`src/rtl/imu_filter_pkg.sv`:
```
// Shared types and constants for the IMU sample filter: FSM states,
// host register map and channel count.
package imu_filter_pkg;

    typedef enum logic [1:0] {
        IDLE = 2'd0,
        CAL  = 2'd1,
        DONE = 2'd2
    } state_t;

    localparam int NCH = 6;

    localparam logic [3:0] FILT_BASE = 4'd0;
    localparam logic [3:0] STATUS    = 4'd6;
    localparam logic [3:0] OFF_BASE  = 4'd8;
    localparam logic [3:0] NCH_A     = 4'(NCH);
    localparam logic [2:0] LAST_CH   = 3'(NCH - 1);

endpackage

```
`src/rtl/imu_sample_filter_off_sub.sv`:
```
// Offset subtraction, 16 - 16 -> 16 bits. IMU_FILTER_SAT_EN selects
// saturation to the signed 16-bit range instead of two's-complement wrap.
module imu_off_sub (
    input  logic [15:0] raw,
    input  logic [15:0] off,
    output logic [15:0] diff
);

`ifdef IMU_FILTER_SAT_EN
    logic signed [16:0] wide;

    assign wide = $signed({raw[15], raw}) - $signed({off[15], off});

    always_comb begin
        diff = wide[15:0];
        if (wide[16] != wide[15]) begin
            diff = wide[16] ? 16'h8000 : 16'h7fff;
        end
    end
`else
    assign diff = raw - off;
`endif

endmodule

```
`src/rtl/imu_sample_filter.sv`:
```
// IMU sample filter: per-channel offset removal and 2^AVG_LOG2 block
// averaging, one channel per cycle, with a host register port. Optional macro IMU_FILTER_SAT_EN.
//
// state | meaning
// IDLE  | waiting for sample_strobe
// CAL   | processing channel ch (0..5), one per cycle
// DONE  | advance block/sample counters, pulse out_valid on block close
module imu_sample_filter
    import imu_filter_pkg::*;
#(
    parameter int AVG_LOG2 = 2,
    parameter int CNT_W    = 16
) (
    input  logic        clk,
    input  logic        reset_n,
    input  logic        sample_strobe,
    input  logic [15:0] raw_0,
    input  logic [15:0] raw_1,
    input  logic [15:0] raw_2,
    input  logic [15:0] raw_3,
    input  logic [15:0] raw_4,
    input  logic [15:0] raw_5,
    input  logic [3:0]  address,
    input  logic        wr,
    input  logic [15:0] wr_data,
    output logic [31:0] rd_data,
    output logic        out_valid,
    output logic        busy
);

    localparam int ACC_W = 16 + AVG_LOG2;
    localparam int BC_W  = (AVG_LOG2 > 0) ? AVG_LOG2 : 1;
    localparam logic [BC_W-1:0] BLK_LAST = BC_W'((1 << AVG_LOG2) - 1);

    state_t state, state_nxt;

    logic [2:0]              ch;
    logic [15:0]             raw_in [NCH];
    logic [15:0]             raw_w  [NCH];
    logic [15:0]             off_w  [NCH];
    logic [15:0]             off_r  [NCH];
    logic [15:0]             filt   [NCH];
    logic signed [ACC_W-1:0] acc    [NCH];
    logic signed [ACC_W-1:0] acc_sum;
    logic [BC_W-1:0]         block_cnt;
    logic [CNT_W-1:0]        sample_count;
    logic                    overrun;
    logic                    blk_last;
    logic [15:0]             d;
    logic                    wr_off;
    logic                    wr_status;
    logic [2:0]              off_idx;
    logic [31:0]             rd_nxt;

    always_comb begin
        raw_in[0] = raw_0;
        raw_in[1] = raw_1;
        raw_in[2] = raw_2;
        raw_in[3] = raw_3;
        raw_in[4] = raw_4;
        raw_in[5] = raw_5;
    end

    imu_off_sub u_off (
        .raw  (raw_w[ch]),
        .off  (off_w[ch]),
        .diff (d)
    );

    assign blk_last  = (block_cnt == BLK_LAST);
    assign acc_sum   = acc[ch] + ACC_W'($signed(d));
    assign wr_off    = wr && (address >= OFF_BASE) && (address < OFF_BASE + NCH_A);
    assign wr_status = wr && (address == STATUS);
    assign off_idx   = 3'(address - OFF_BASE);

    always_comb begin
        state_nxt = state;
        out_valid = 1'b0;
        busy      = 1'b0;
        case (state)
            IDLE: begin
                if (sample_strobe) state_nxt = CAL;
            end
            CAL: begin
                busy = 1'b1;
                if (ch == LAST_CH) state_nxt = DONE;
            end
            DONE: begin
                busy      = 1'b1;
                out_valid = blk_last;
                state_nxt = IDLE;
            end
            default: state_nxt = IDLE;
        endcase
    end

    always_comb begin
        rd_nxt = '0;
        if (address < FILT_BASE + NCH_A) begin
            rd_nxt = {{16{filt[3'(address - FILT_BASE)][15]}}, filt[3'(address - FILT_BASE)]};
        end else if (address == STATUS) begin
            rd_nxt = {16'(sample_count), 14'b0, overrun, busy};
        end else if (wr_off || ((address >= OFF_BASE) && (address < OFF_BASE + NCH_A))) begin
            rd_nxt = {{16{off_r[off_idx][15]}}, off_r[off_idx]};
        end
    end

    always_ff @(posedge clk or negedge reset_n) begin
        if (!reset_n) begin
            state        <= IDLE;
            ch           <= '0;
            block_cnt    <= '0;
            sample_count <= '0;
            overrun      <= 1'b0;
            rd_data      <= '0;
            for (int i = 0; i < NCH; i++) begin
                raw_w[i] <= '0;
                off_w[i] <= '0;
                off_r[i] <= '0;
                filt[i]  <= '0;
                acc[i]   <= '0;
            end
        end else begin
            state   <= state_nxt;
            rd_data <= rd_nxt;

            if (wr_off) off_r[off_idx] <= wr_data;

            // a strobe arriving while busy beats a same-cycle clear
            if (sample_strobe && (state != IDLE)) begin
                overrun <= 1'b1;
            end else if (wr_status && wr_data[1]) begin
                overrun <= 1'b0;
            end

            case (state)
                IDLE: begin
                    if (sample_strobe) begin
                        ch <= '0;
                        for (int i = 0; i < NCH; i++) begin
                            raw_w[i] <= raw_in[i];
                            off_w[i] <= off_r[i];
                        end
                    end
                end
                CAL: begin
                    if (blk_last) begin
                        filt[ch] <= 16'(acc_sum >>> AVG_LOG2);
                        acc[ch]  <= '0;
                    end else begin
                        acc[ch]  <= acc_sum;
                    end
                    ch <= ch + 3'd1;
                end
                DONE: begin
                    block_cnt    <= blk_last ? '0 : block_cnt + 1'b1;
                    sample_count <= sample_count + 1'b1;
                end
                default: ;
            endcase
        end
    end

endmodule

```
`config.mk`:
```
export PLATFORM = sky130hd
export DESIGN_NAME = imu_sample_filter
export DESIGN_NICKNAME = d
export VERILOG_FILES = /design/src/rtl/imu_filter_pkg.sv /design/src/rtl/imu_sample_filter_off_sub.sv /design/src/rtl/imu_sample_filter.sv
export SDC_FILE = /design/constraint.sdc
export NUM_CORES = 1
export LEC_CHECK = 0
export BUFFER_PORTS_ARGS = -buffer_cell sky130_fd_sc_hd__buf_2
export CORE_ASPECT_RATIO = 2
export CORE_MARGIN = 1.5
export CORE_UTILIZATION = 54
export DETAILED_ROUTE_END_ITERATION = 8
export PLACE_DENSITY = 0.74
export REMOVE_ABC_BUFFERS = 1
export SLEW_MARGIN = 20
export SYNTH_ARGS = -nofsm -noshare
export SYNTH_HDL_FRONTEND = slang
export SYNTH_SLANG_ARGS = --single-unit
```
`constraint.sdc`:
```
create_clock -name clk -period 9.6 [get_ports clk]
set_input_delay 2.88 -clock clk [delete_from_list [all_inputs] [get_ports clk]]
set_output_delay 2.88 -clock clk [all_outputs]
set_load 0.03 [all_outputs]
```
# Word-level counts from Yosys, hierarchy flattened
# Cells that the tools add are included.
[totals]
ff_bits = 548
in_bits = 120
elab_cells = 118
[classes]
add_sub_neg = 6
magnitude_cmp = 8
eq_ne = 7
mux = 38
bitwise = 5
reduce_logical = 18
[op_table]
columns = ["cell", "n"]
rows = [
  ["$bmux 16 s3", 4],
  ["$bwmux 96", 2],
  ["$mux 16", 10],
  ["$and 108x108->108", 1],
  ["$bwmux 108", 1],
  ["$mux 108", 1],
  ["$not 108->108", 1],
  ["$demux 16 s3", 2],
  ["$mux 32", 3],
  ["$bmux 18 s3", 1],
  ["$demux 18 s3", 1],
  ["$mux 18", 3],
  ["$add 18x16->18", 1],
  ["$add 16x1->16 const B", 1],
  ["$ge 4x4->1 const B", 4],
  ["$sub 16x16->16", 1],
  ["$not 3->4", 3],
  ["$logic_and 1x1->1", 8],
  ["$lt 4x1->1 const B", 2],
  ["$reduce_and 2->1", 4],
  ["$mux 2", 3],
  ["$pmux 3 s2", 1],
  ["$reduce_bool 2->1", 3],
  ["$eq 2x2->1 const B", 2],
  ["15 further kinds", 19],
]

# Depth between registers and ports, before layout
# Gate-level depths: netlist of run 1.
[logic_depth]
word_depth = 8
ltp_mapped = 27

# Hierarchy
# A second synthesis of run 1 with hierarchy kept.
[unflattened]
hier_cells = 2166
area_unflattened_um2 = 24833.8
[modules_own_cells]
columns = ["mod", "instances", "cells_per_inst", "area_each_um2", "seq_area_each_um2"]
rows = [
  ["imu_sample_filter", 1, 2044, 23980.5, 13713.2],
  ["imu_off_sub", 1, 122, 853.3, 0.0],
]

# Worst setup path after synthesis of run 1
# Ideal clock, no wire load.
[synth_path]
path_type = "register -> register"
start = "register ch[0]"
end = "register acc[107] (netlist bit)"
setup_ns = 0.137
t_arrival_ns = 5.379
t_required_ns = 9.463
slack_ns = 4.084
path_stages_with_launch = 27
n_path_buf = 5
synth_period_minus_slack_ns = 5.516
cell_sequence = "dfrtp_1 > buf_2 > buf_2 > nor3_1 > buf_2 > buf_1 > a22oi_1 > nand3_1 > ha_1 > inv_1 > fa_1 > a21o_1 > a21oi_1 > nand2b_1 > a21oi_1 > a311o_1 > or4_1 > nand3_1 > ha_1 > a21oi_1 > o21ai_0 > a21oi_1 > o211ai_1 > xnor2_1 > xnor2_2 > buf_6 > o31ai_2"
[synth_via]
elab_chain_len = 8
[synth_rtl]
columns = ["element", "line_no", "rtl"]
rows = [
  ["from (decl)", "imu_sample_filter.sv:37", "logic [2:0] ch;"],
  ["from (signal assigned)", "imu_sample_filter.sv:153", "ch <= ch + 3'd1;"],
  ["$not 3->4 (not written as such) *", "n/a", ""],
  ["$bmux 16 s3, or another cell as far along", "imu_sample_filter.sv:65", ".raw (raw_w[ch]),"],
  ["$mux 16 (not written as such), or another cell as far along (2 in a row)", "imu_sample_filter.sv:65", ""],
  ["$sub 16x16->16 / $demux 18 s3 (equally long branches)", "imu_sample_filter_off_sub.sv:21, imu_sample_filter.sv:149, imu_sample_filter.sv:151", ""],
  ["$add 18x16->18 / $not 108->108 (equally long branches)", "n/a", ""],
  ["$bwmux 108 / $and 108x108->108 (equally long branches)", "n/a", ""],
  ["$mux 108 *", "imu_sample_filter.sv:147", "if (blk_last) begin"],
  ["to (signal, indexed assignment)", "imu_sample_filter.sv:151", "acc[ch] <= acc_sum;"],
  ["to (decl)", "imu_sample_filter.sv:43", "logic signed [ACC_W-1:0] acc [NCH];"],
]
# Every way passes the cells marked *; elsewhere a longest branch is shown, timed or not. The select of a mux whose other input is x is not followed.
# A chain may end at the register's enable or synchronous reset.

# Worst setup path after layout of run 1
[layout_path]
start = "register ch[2]"
end = "register filt[63] (netlist bit)"
[layout_via]
elab_chain_len = 7
[layout_rtl]
columns = ["element", "line_no", "rtl"]
rows = [
  ["$not 3->4 (not written as such) *", "n/a", ""],
  ["$bmux 16 s3 (on tied branches)", "imu_sample_filter.sv:65, imu_sample_filter.sv:66", ""],
  ["$mux 16 (on tied branches) (2 in a row)", "imu_sample_filter.sv:65, imu_sample_filter.sv:66", ""],
  ["$sub 16x16->16", "imu_sample_filter_off_sub.sv:21", "assign diff = raw - off;"],
  ["$add 18x16->18", "imu_sample_filter.sv:71", "assign acc_sum = acc[ch] + ACC_W'($signed(d));"],
  ["$bwmux 96 *", "imu_sample_filter.sv:148", "filt[ch] <= 16'(acc_sum >>> AVG_LOG2);"],
  ["to (signal, indexed assignment)", "imu_sample_filter.sv:148", ""],
  ["to (decl)", "imu_sample_filter.sv:42", "logic [15:0] filt [NCH];"],
]
# Marked as above.

==> results.json, run 1 <==
{
  "status": "finished clean",
  "final-setup-viol-count": 0,
  "antenna_found_initial": 1,
  "maxCapViolCount": 0,
  "root_buffer": "clkbuf_16",
  "crit_slowest_cell": "xnor2_2",
  "yosysTopAreaCell": "dfrtp_1",
  "skew_ns": 0.0298,
  "fmax_mhz": 160,
  "synthMostInstantiatedCell": "dfrtp_1",
  "synthCells": 2067,
  "num_vias": 17800,
  "synthFlopType": "dfrtp_1",
  "htree_levels": 2,
  "hp-class": "flip-flop to flip-flop",
  "initial_utilization": 0.547,
  "clkSinkCount": 548,
  "drcViolationCount": 0,
  "clockBufferDepth": 3,
  "ys_seq_area_frac": 0.557,
  "wirelength_mm": 69.0,
  "path_max_fanout": 32,
  "post_cts_buffers": 0,
  "dieArea_um2": 47000,
  "relSlewSlack": 0.146,
  "final_nets": 2341,
  "synthToLayoutAreaGrowth_pct": 12.8,
  "routabilityCongestion": 0.919,
  "synth.avg_cell_area_um2": 11.9,
  "whs_ns": 0.476,
  "io_buffers": 153,
  "cts_tree": "yes",
  "avgRoutedWirePerCell_um": 24.8,
  "synth_common_cells": "dfrtp_1, mux2_2, nand2_1",
  "cpMostUsedCell": "a21oi_1",
  "synth_area_leaders": "dfrtp_1, mux2_2, a22oi_1",
  "row_count": 110,
  "drv_slew": 0,
  "start_kind": "flip-flop",
  "critPathCaptureType": "flip-flop",
  "worst_path_largest_cell_delay_ns": 0.53,
  "async_flop_share": 1.00,
  "syn_area_um2": 24600,
  "hold_depth": 1,
  "ios": 154,
  "rsz0062_at_grt": "no",
  "drt_first_iter_violations": 1444,
  "ys_seq_elements": 548,
  "synth_top_area_frac": 0.557,
  "dp_hpwl_mm": 47.4,
  "crit_arrival_ns": 6.69,
  "die_width_um": 154,
  "path_cells": "buf_4 -> inv_1 -> nor3_2 -> buf_4 -> a221o_1 -> a221oi_1 -> ha_1 -> inv_1 -> fa_1 -> a21o_1 -> a21oi_1 -> nand2b_1 -> a21oi_1 -> a311o_1 -> or4_1 -> nand3_1 -> ha_1 -> a21oi_1 -> o21ai_0 -> a21oi_1 -> o211ai_1 -> xnor2_1 -> xnor2_2 -> o21ai_1",
  "clkLatencyLatePin_ns": 0.59,
  "post-route-period-util": 0.652,
  "overflow": 0,
  "routed_via_density": 6.40,
  "critical_path_class": "flip-flop to flip-flop",
  "r2r.worst_path.cells": 24,
  "grt_use_total": 0.300,
  "cts.clk_slew.worst_paths_ns": 0.07,
  "grt_pass1_vias": 18699,
  "drive_gt1_frac": 0.294,
  "core_um2": 45000,
  "grt_max_degree": 187,
  "cts-hold-fix-buffers": 0,
  "yosys_warnings": 0,
  "cts_made_buffers": 47,
  "worstMarginPinSlew_ns": 1.28,
  "drt_first_pass_iters": 5,
  "final_antenna_net_count": 0,
  "synth_edf_count": 0,
  "cts-resized-gates": 0,
  "ys_types": 66,
  "required_ns": 10.03,
  "dieHeight_um": 305,
  "grt_first_pass_wirelength_mm": 107,
  "tns_ns": 0,
  "finalCriticalPeriod_ns": 6.26,
  "hold_violations": 0
}
per-stage QoR:
stage                     utilization  setup slack, ns  area (um2)  std cells
after floorplan                     -             1.97       24100       1931
after global placement          0.578             3.51       26000       2690
after detailed placement        0.578             3.41       26000       2690
after CTS                       0.617             3.39       27800       2777
after global routing            0.618             2.96       27800       2778
final                           0.618             3.34       27800       2780
worst max-delay path: cells and delay by family, from the launching register on:
kind	cells	cell delay, ns
compound gates	11	2.32
xor+xnor	2	0.73
flops	1	0.44
fa+ha+maj	3	0.98
buf+inv	4	0.83
simple gates	4	0.76
path summary, 6_finish.rpt:
| path | end | slack (ns) | start |
|---|---|---|---|
| max in group asynchronous | ch[0] | 5.79 | reset_n |
| min in group asynchronous | raw_w[4] | 2.16 | reset_n |
| hold reg to reg | sample_count[15] | 0.48 | sample_count[15] |
| hold / removal | sample_count[15] | 0.48 | sample_count[15] |
| setup reg to reg | filt[63] | 3.34 | ch[2] |
| setup / recovery | filt[63] | 3.34 | ch[2] |
kinds of logic after synthesis:
logic type               count (synthesis)  synth area share
flip-flops                             548             0.557
AO/OA/AOI/OAI                          535             0.145
AND/OR/NAND/NOR                        380            0.0690
multiplexers                           361             0.165
buffers and inverters                  155            0.0252
XOR/XNOR                                47            0.0173
adder cells (fa/ha/maj)                 41            0.0214
placed cells by master, fill, tap and decap left out, drive strengths merged, types with 46 or more instances in the layout:
cell type,Yosys,layout
mux2,325,325
a21oi,46,46
dfrtp,548,548
buf,30,200
nor2,47,47
clkbuf,106,57
a22oi,131,131
nand3,61,61
o21ai,182,182
nand2,202,202
area by class of cell:
type / count / area (um2)
fill: 3396 / 17200
sequential: 548 / 13700
multi-input combinational: 1364 / 10400
clock buffer: 57 / 1290
timing repair buffer: 200 / 1190
tap: 560 / 701
clock inverter: 30 / 434
inverter: 19 / 71.3
antenna: 2 / 5.00
per-layer routing:
layer,part of all wire,track usage,vias up
met5,0,0,-
met4,0.080,0.216,0
met3,0.053,0.0452,275
met2,0.52,0.527,714
met1,0.35,0.327,9031
li1,-,-,7780
sequential cells by signal, summed over array words and instances, names as in the netlist:
register      cells
off_r            96
ch                3
raw_w            96
state             2
acc             108
block_cnt         2
rd_data          32
sample_count     16
overrun           1
off_w            96
filt             96
Power of run 1 is left out: the tool's default activity adds up to more than one toggle a clock period on the data nets, which glitch-free logic cannot reach.
==> run 2: changes to the inputs <==
==> constraint.sdc (replaced) <==
create_clock -name clk -period 6.4 [get_ports clk]
set_input_delay 1.92 -clock clk [delete_from_list [all_inputs] [get_ports clk]]
set_output_delay 1.92 -clock clk [all_outputs]
set_load 0.03 [all_outputs]
==> run 2 against run 1 <==
Via count up 0.50%. Global-route usage up 0.36 points. Worst setup slack worse by 3.0 ns. Critical path depth down 2. Maximum frequency up 4.1%. Final area down 0.36%. Cell count up 0.29%. Sequential cell count unchanged. Largest cell class unchanged. Highest routed layer unchanged.
==> results.json, run 2 (same netlist as run 1, synthesis figures left out) <==
{
  "rsz0062_at_grt": "no",
  "finalCriticalPeriod_ns": 6.01,
  "grt_pass1_vias": 18612,
  "status": "finished clean",
  "start_kind": "flip-flop",
  "dieArea_um2": 47000,
  "dp_hpwl_mm": 49.2,
  "grt_use_total": 0.303,
  "drive_gt1_frac": 0.294,
  "finalWorstSetupSlack_ns": 0.386,
  "cts.clk_slew.worst_paths_ns": 0.07,
  "cts_tree": "yes",
  "drt_first_pass_iters": 5,
  "wl_met2_mm": 34.9,
  "routed.top_layer": "met4",
  "core_um2": 45000,
  "final_cell_area_um2": 27700,
  "overflow": 0,
  "row_count": 110,
  "routabilityCongestion": 0.971,
  "route.met3.wl_mm": 4.32,
  "routed_via_density": 6.42,
  "grt_first_pass_wirelength_mm": 108,
  "skew_ns": 0.0366,
  "critPathCaptureType": "flip-flop",
  "pre_cts_ws_ns": 0.484,
  "drt_first_iter_violations": 1415,
  "cts_made_buffers": 46,
  "grt_max_degree": 142,
  "synthToLayoutAreaGrowth_pct": 12.4,
  "critical_path_class": "flip-flop to flip-flop",
  "m1WireLength_mm": 24.5,
  "worstMarginPinSlew_ns": 1.16,
  "path_max_fanout": 12,
  "final_cell_mix": "dfrtp_1, mux2_2, nand2_1",
  "drv_slew": 0,
  "rrSetupSlack_ns": 0.39,
  "antenna_found_initial": 1,
  "root_buffer": "clkbuf_16",
  "fmax_mhz": 166,
  "avgRoutedWirePerCell_um": 25.2,
  "clockBufferDepth": 3,
  "crit_arrival_ns": 6.44,
  "htree_levels": 2,
  "r2r-start": "ch[2]",
  "relSlewSlack": 0.221,
  "io_buffers": 153,
  "cts-resized-gates": 0,
  "crit_path_start": "ch[2]",
  "hp-class": "flip-flop to flip-flop",
  "endpoint": "filt[95]",
  "clkSinkCount": 548,
  "whs_ns": 0.476,
  "die_width_um": 154,
  "dpl-instance-area_um2": 26200,
  "nFillCells": 3450,
  "wirelength_mm": 70.2,
  "final-setup-viol-count": 0,
  "hold_violations": 0,
  "dieHeight_um": 305,
  "top_register": "acc",
  "maxCapViolCount": 0,
  "r2r-end": "filt[95]",
  "largest_register_ffs": 108,
  "drcViolationCount": 0,
  "cts-hold-fix-buffers": 0,
  "post-route-period-util": 0.940,
  "r2r.worst_path.cells": 22,
  "post_cts_buffers": 0,
  "final_common_cell": "dfrtp_1",
  "final_nets": 2356,
  "num_vias": 17889,
  "clkLatencyLatePin_ns": 0.58,
  "required_ns": 6.82,
  "ios": 154,
  "initial_utilization": 0.547,
  "final_antenna_net_count": 0
}
-- run 2: per-stage QoR --
step	instances	setup TNS, ns	util
2_1_floorplan	1931	-67.56	-
3_3_place_gp	2707	0	0.582
3_5_place_dp	2707	0	0.582
4_1_cts	2787	0	0.616
5_1_grt	2788	0	0.616
6_report	2788	0	0.616
-- run 2: worst min-delay path by stage --
stage                          start               end  slack [ns]  cells past startpoint
detailed placement  sample_count[15]  sample_count[15]        0.47                      1
global placement            filt[50]          filt[50]        0.46                      2
floorplan                   filt[50]          filt[50]        0.44                      2
CTS                 sample_count[15]  sample_count[15]        0.48                      1
global route        sample_count[15]  sample_count[15]        0.48                      1
finish              sample_count[15]  sample_count[15]        0.48                      1
-- run 2: cell type report --
type                    instances  area (um2)  area share
clock inverters                13         160     0.00578
multi-input cells            1364       10400       0.375
inverters                      19        71.3     0.00257
diodes                          1        2.50   0.0000903
flip-flops and latches        548       13700       0.495
clock buffers                  67        1340      0.0484
well taps                     560         701      0.0253
repair buffers                216        1320      0.0478
-- run 2: critical path, cell delays in order, from the launching register on --
cell,delay (ns)
dfrtp_1,0.46
and2b_1,0.35
and2_1,0.46
a22oi_1,0.17
nand3_1,0.12
ha_1,0.21
inv_1,0.08
fa_1,0.46
a21o_1,0.20
a21oi_1,0.20
nand2b_1,0.17
a21oi_1,0.14
a311o_1,0.43
or4_1,0.42
nand3_1,0.14
ha_1,0.30
a21oi_1,0.25
o21ai_0,0.11
a21oi_1,0.15
o211ai_1,0.12
xnor2_1,0.19
xnor2_2,0.59
o21ai_1,0.14
-- run 2: metal layers --
layer,GRT usage,up-vias
li1,-,7800
met1,0.338,8961
met2,0.518,851
met3,0.0468,277
met4,0.233,0
met5,0,-
Power of run 2 is left out for the same reason.
